File: config.mk
export PLATFORM = sky130hd
export DESIGN_NAME = div_unit
export DESIGN_NICKNAME = d
export VERILOG_FILES = /design/src/rtl/cpu_pkg.sv /design/src/rtl/div_step.sv /design/src/rtl/div_unit.sv
export SDC_FILE = /design/constraint.sdc
export NUM_CORES = 1
export LEC_CHECK = 0
export ABC_AREA = 1
export CORE_MARGIN = 2
export CORE_UTILIZATION = 55
export CTS_CLUSTER_SIZE = 40
export DETAILED_ROUTE_END_ITERATION = 16
export HOLD_SLACK_MARGIN = 0.12
export PLACE_DENSITY = 0.77
export SYNTH_ARGS = -nofsm -noshare
export SYNTH_HDL_FRONTEND = slang
export SYNTH_SLANG_ARGS = --single-unit
File: constraint.sdc
create_clock -name clk -period 2.6 [get_ports clk]
set_input_delay 0.52 -clock clk [delete_from_list [all_inputs] [get_ports clk]]
set_output_delay 0.52 -clock clk [all_outputs]
set_load 0.03 [all_outputs]
File: src/rtl/cpu_pkg.sv
// Shared CPU definitions: divider FSM states, ALU control codes and divider constants.
package cpu_pkg;

  typedef enum logic [1:0] {
    IDLE = 2'b00,
    CALC = 2'b01,
    FIX  = 2'b10,
    DONE = 2'b11
  } div_state_t;

  // ALU control codes; the decoder turns CTRL_DIV/CTRL_DIVU into start/signed_op.
  localparam logic [3:0] CTRL_AND  = 4'b0000;
  localparam logic [3:0] CTRL_OR   = 4'b0001;
  localparam logic [3:0] CTRL_ADD  = 4'b0010;
  localparam logic [3:0] CTRL_SUB  = 4'b0110;
  localparam logic [3:0] CTRL_SLT  = 4'b0111;
  localparam logic [3:0] CTRL_DIV  = 4'b1100;
  localparam logic [3:0] CTRL_DIVU = 4'b1101;

  // Replicated to the divider width at use: quotient reported on divide-by-zero.
  localparam logic DIV_ZERO_QUOT = 1'b1;

endpackage

File: src/rtl/div_step.sv
// One radix-2 restoring iteration on magnitudes: shift in a dividend bit, trial-subtract.
module div_step #(
  parameter int WIDTH = 32
) (
  input  logic [WIDTH-1:0] rem_in,
  input  logic             bit_in,
  input  logic [WIDTH-1:0] div_mag,
  output logic [WIDTH-1:0] rem_out,
  output logic             q_bit
);

  logic [WIDTH:0] shifted;
  logic [WIDTH:0] trial;

  // rem_in < div_mag, so the shifted value fits in WIDTH+1 bits and a
  // negative trial result always shows up in its top bit.
  assign shifted = {rem_in, bit_in};
  assign trial   = shifted - {1'b0, div_mag};
  assign q_bit   = ~trial[WIDTH];
  assign rem_out = q_bit ? trial[WIDTH-1:0] : shifted[WIDTH-1:0];

endmodule

File: src/rtl/div_unit.sv
// Multi-cycle signed/unsigned integer divider with start/busy/done handshake,
// one quotient bit per cycle, sign fix-up and divide-by-zero flag.
module div_unit
  import cpu_pkg::*;
#(
  parameter int WIDTH = 32
) (
  input  logic             clk,
  input  logic             rst,
  input  logic             start,
  input  logic             signed_op,
  input  logic [WIDTH-1:0] dividend,
  input  logic [WIDTH-1:0] divisor,
  output logic             busy,
  output logic             done,
  output logic [WIDTH-1:0] quotient,
  output logic [WIDTH-1:0] remainder,
  output logic             div_by_zero
);

  localparam int CW = $clog2(WIDTH);

  div_state_t       state, state_next;
  logic [WIDTH-1:0] a_reg;      // dividend bits shift out the top, quotient bits in the bottom
  logic [WIDTH-1:0] b_mag;
  logic [WIDTH-1:0] p_reg;
  logic [CW-1:0]    count;
  logic             sign_q, sign_r, zero_flag;

  logic             dvd_neg, dvs_neg, dvs_zero;
  logic [WIDTH-1:0] dvd_mag, dvs_mag;
  logic [WIDTH-1:0] p_next;
  logic             q_bit;

  assign dvd_neg  = signed_op & dividend[WIDTH-1];
  assign dvs_neg  = signed_op & divisor[WIDTH-1];
  assign dvs_zero = (divisor == '0);
  assign dvd_mag  = dvd_neg ? -dividend : dividend;
  assign dvs_mag  = dvs_neg ? -divisor  : divisor;

  div_step #(.WIDTH(WIDTH)) u_step (
    .rem_in  (p_reg),
    .bit_in  (a_reg[WIDTH-1]),
    .div_mag (b_mag),
    .rem_out (p_next),
    .q_bit   (q_bit)
  );

  // NOTE: sequential state uses non-blocking assignments so every register
  // samples pre-edge values, independent of statement order.
  always_ff @(posedge clk or negedge rst) begin
    if (!rst) state <= IDLE;
    else      state <= state_next;
  end

  // NOTE: next-state takes a default first so no path leaves it unassigned
  // (an unassigned path in always_comb would infer a latch).
  always_comb begin
    state_next = state;
    unique case (state)
      IDLE: if (start) state_next = dvs_zero ? FIX : CALC;
      CALC: if (count == '0) state_next = FIX;
      FIX:  state_next = DONE;
      DONE: state_next = IDLE;
      default: state_next = IDLE;
    endcase
  end

  assign busy = (state == CALC) || (state == FIX);
  assign done = (state == DONE);

  // NOTE: every datapath register is reset, so an aborted divide leaves
  // nothing behind and outputs read zero while rst is low.
  always_ff @(posedge clk or negedge rst) begin
    if (!rst) begin
      a_reg       <= '0;
      b_mag       <= '0;
      p_reg       <= '0;
      count       <= '0;
      sign_q      <= 1'b0;
      sign_r      <= 1'b0;
      zero_flag   <= 1'b0;
      quotient    <= '0;
      remainder   <= '0;
      div_by_zero <= 1'b0;
    end else begin
      unique case (state)
        IDLE: if (start) begin
          // On divide-by-zero the raw dividend is kept so it can be returned unmodified.
          a_reg     <= dvs_zero ? dividend : dvd_mag;
          b_mag     <= dvs_mag;
          p_reg     <= '0;
          count     <= CW'(WIDTH - 1);
          sign_q    <= dvd_neg ^ dvs_neg;
          sign_r    <= dvd_neg;
          zero_flag <= dvs_zero;
        end
        CALC: begin
          p_reg <= p_next;
          a_reg <= {a_reg[WIDTH-2:0], q_bit};
          count <= count - CW'(1);
        end
        FIX: begin
          if (zero_flag) begin
            quotient    <= {WIDTH{DIV_ZERO_QUOT}};
            remainder   <= a_reg;
            div_by_zero <= 1'b1;
          end else begin
            quotient    <= sign_q ? -a_reg : a_reg;
            remainder   <= sign_r ? -p_reg : p_reg;
            div_by_zero <= 1'b0;
          end
        end
        DONE: ;
        default: ;
      endcase
    end
  end

endmodule
==> results.py <==
metrics = {
    "worst_setup_path": {
        "r2r-end": "p_reg[12]",
        "cp-end-kind": "flip-flop",
        "crit_type": "flip-flop to flip-flop",
        "cp_max_fo": 13,
        "cp-start-kind": "flip-flop",
        "crit_arrival_ns": 2.79,
        "rrSetupSlack_ns": 0.13,
        "reg2regPathDepth": 15,
        "r2r_start": "b_mag[19]",
        "cp-startpoint": "b_mag[19]",
        "required_ns": 2.92,
        "critical_path.endpoint": "p_reg[12]",
    },
    "sta": {
        "hold_viol_final": 0,
        "relSlewSlack_pct": 55.9,
        "worstMarginPinSlew_ns": 0.661,
        "slew_violations": 0,
        "fmax_mhz": 406,
        "setup_ws_ns": 0.135,
        "fin_skew_ns": 0.0218,
        "hold_ws_ns": 0.484,
        "rsz0062_at_grt": "false",
        "period_share_pct": 94.8,
        "setup_violations": 0,
        "final.min_clock_period_ns": 2.47,
        "fin_tns_setup_ns": 0,
    },
    "grt": {
        "grt_pass1_vias": 13926,
        "grt_start_max_net_pins": 64,
        "grt_usage_pct": 36.6,
        "grt_first_pass_wirelength_mm": 74.5,
        "grt_antenna_before_repair": 0,
        "grt-ovfl-total": 0,
    },
    "floorplanning": {
        "ioPinCount": 135,
        "initial_core_util_pct": 56.3,
        "die_w_um": 162,
        "die_h_um": 162,
        "core_sq_um": 24400,
        "num_rows": 57,
        "die-area_sq_um": 26200,
    },
    "cts": {
        "clk_path_buf_depth": 2,
        "cts_tree": "yes",
        "cts.sinks": 171,
        "htree_levels": 4,
        "root_buffer": "clkbuf_16",
        "clock_latency_ns": 0.45,
        "path_clk_slew_ns": 0.08,
        "cts_buffers": 17,
    },
    "synth": {
        "synth-seq-cells": 171,
        "netlist_instances": 2172,
        "yosysSeqAreaShare_pct": 31.2,
        "synth_area_per_cell_sq_um": 6.32,
        "synth-edff-count": 0,
        "synthArstFlopShare_pct": 100,
        "ys.warnings.count": 0,
        "synth_fp_nets": 2283,
        "yosysUniqueCellTypes": 47,
        "syn_area_sq_um": 13700,
        "ys.flop_type": "dfrtp_1",
    },
    "detailed_routing": {
        "vias": 15039,
        "ant_nets": 0,
        "wire_per_inst_um": 17.8,
        "wl_mm": 47.6,
        "vias_per_cell": 5.62,
        "dr.pass1.iters": 6,
        "drc": 0,
        "drt_first_iter_violations": 1656,
    },
    "cells_and_area": {
        "regArea_sq_um": 4280,
        "diodes": 0,
        "multiInputGateArea_sq_um": 7970,
        "stdcell_count": 2677,
        "fill_cells": 2188,
        "syn_to_final_growth_pct": 19.9,
        "drive_gt1_share_pct": 8.67,
        "final_net_count": 2452,
    },
    "placement": {
        "dpl.hpwl_mm": 37.7,
        "port_buffers": 134,
        "post-place-ws_ns": -0.0362,
        "gp_congestion": 1.01,
        "dp_cells": 2642,
    },
    "job": {
        "drv_cap": 0,
    },
    "pwr": {
        "power_density_nw_per_um2": 1470,
        "vdd_ir_drop_max_uv": 1020,
        "total_power_uw": 24300,
        "p_leak_uw": 0.00844,
    },
    "status": {
        "status": "finished clean",
    },
    "min_path": {
        "hold_class": "flip-flop to flip-flop",
    },
}
## Yosys cell counts (all sizes together), types with 6 or more instances
master	count	area share (%)
a21oi	62	2.4
a31oi	14	0.64
buf	24	1.2
clkbuf	41	1.1
dfrtp	171	31
ha	42	3.8
inv	325	8.9
nand2	733	21
nand3	292	11
nand3b	8	0.44
nand4	22	1.0
nor2	190	5.5
nor3	38	1.5
nor4	6	0.27
o211ai	18	0.98
o21ai	95	3.5
o21bai	12	0.66
o221ai	9	0.57
o22ai	10	0.46
or2	11	0.50
xnor2	18	1.1
xor2	16	1.0
## per-layer routing
| metal | up-vias | global-route usage (%) | part of all wire (%) |
|---|---|---|---|
| li1 | 7270 | - | - |
| met1 | 6943 | 52.2 | 44 |
| met2 | 745 | 54.7 | 43 |
| met3 | 81 | 9.78 | 10 |
| met4 | 0 | 10.3 | 2.3 |
| met5 | - | 0 | 0 |
## how the worst min path moves through the flow
stage / start / endpoint / slack (ns) / depth (start not counted)
finish: quotient[28] / quotient[28] / 0.48 / 2
CTS: quotient[28] / quotient[28] / 0.49 / 2
global placement: div_by_zero / div_by_zero / 0.46 / 2
detailed placement: quotient[28] / quotient[28] / 0.47 / 2
floorplan: rst / a_reg[0] / 0.22 / 0
global route: quotient[28] / quotient[28] / 0.50 / 2
## area by class of cell
type	instances	area share, %
Multi-Input combinational cell	1610	48.4
Sequential cell	171	26.0
Timing Repair Buffer	214	12.3
Inverter	327	7.46
Clock buffer	19	2.75
Tap cell	324	2.46
Clock inverter	12	0.631
## cells by family after synthesis
kind of cell	count (synthesis)	synth area share [%]
buffers and inverters	392	11.3
XOR/XNOR	34	2.17
adder cells (fa/ha/maj)	43	3.97
AO/OA/AOI/OAI	227	9.57
AND/OR/NAND/NOR	1305	41.9
flip-flops	171	31.2
## report_power, final
group          switching [uW]  internal [uW]  total [uW]
clock                    1210           1300        2510
sequential               1300           3900        5200
combinational           10900           5670       16600
## placed cells by master (no fill, tap or decap), types with 8 or more instances in the layout
| master | count |
|---|---|
| nor3_1 | 35 |
| xnor2_1 | 18 |
| a21oi_1 | 58 |
| nand3_2 | 21 |
| nor2_2 | 8 |
| o22ai_1 | 10 |
| inv_1 | 319 |
| buf_4 | 73 |
| clkdlybuf4s50_1 | 133 |
| o211ai_1 | 18 |
| nor2_1 | 177 |
| nand4_1 | 22 |
| nand2_2 | 26 |
| a31oi_1 | 14 |
| o221ai_1 | 9 |
| nand3_1 | 270 |
| ha_1 | 42 |
| o21ai_0 | 90 |
| nand3b_1 | 8 |
| or2_2 | 10 |
| clkbuf_16 | 17 |
| dfrtp_1 | 171 |
| nand2_1 | 699 |
| o21bai_1 | 12 |
| xor2_1 | 16 |
## stage by stage
| stage | area [sq um] | utilization (%) |
|---|---|---|
| floorplan | 13700 | - |
| global placement | 15800 | 64.9 |
| detailed placement | 15800 | 64.9 |
| CTS | 16400 | 67.2 |
| global route | 16500 | 67.5 |
| finish | 16500 | 67.5 |
## critical path: stages (launching register included)
cell     delay [ns]
dfrtp_1        0.36
inv_1          0.21
ha_1           0.32
nand2_2        0.12
inv_1          0.04
nand2_1        0.05
nand2_1        0.06
nand2_1        0.06
nand2_1        0.11
a21oi_4        0.30
nand3_4        0.19
buf_12         0.18
nand2_8        0.13
nand2_2        0.08
nand3_2        0.06
nand2_1        0.05
## what timing repair did
item | 4_1_cts | 5_1_grt
endpoints found under the setup margin | 0 | 33
resized for setup | 0 | 9
hold buffers | 1 | 0
endpoints found under the hold margin | 42 | 0
setup buffers | 0 | 2
No activity file was read; power rests on OpenSTA's default activity.
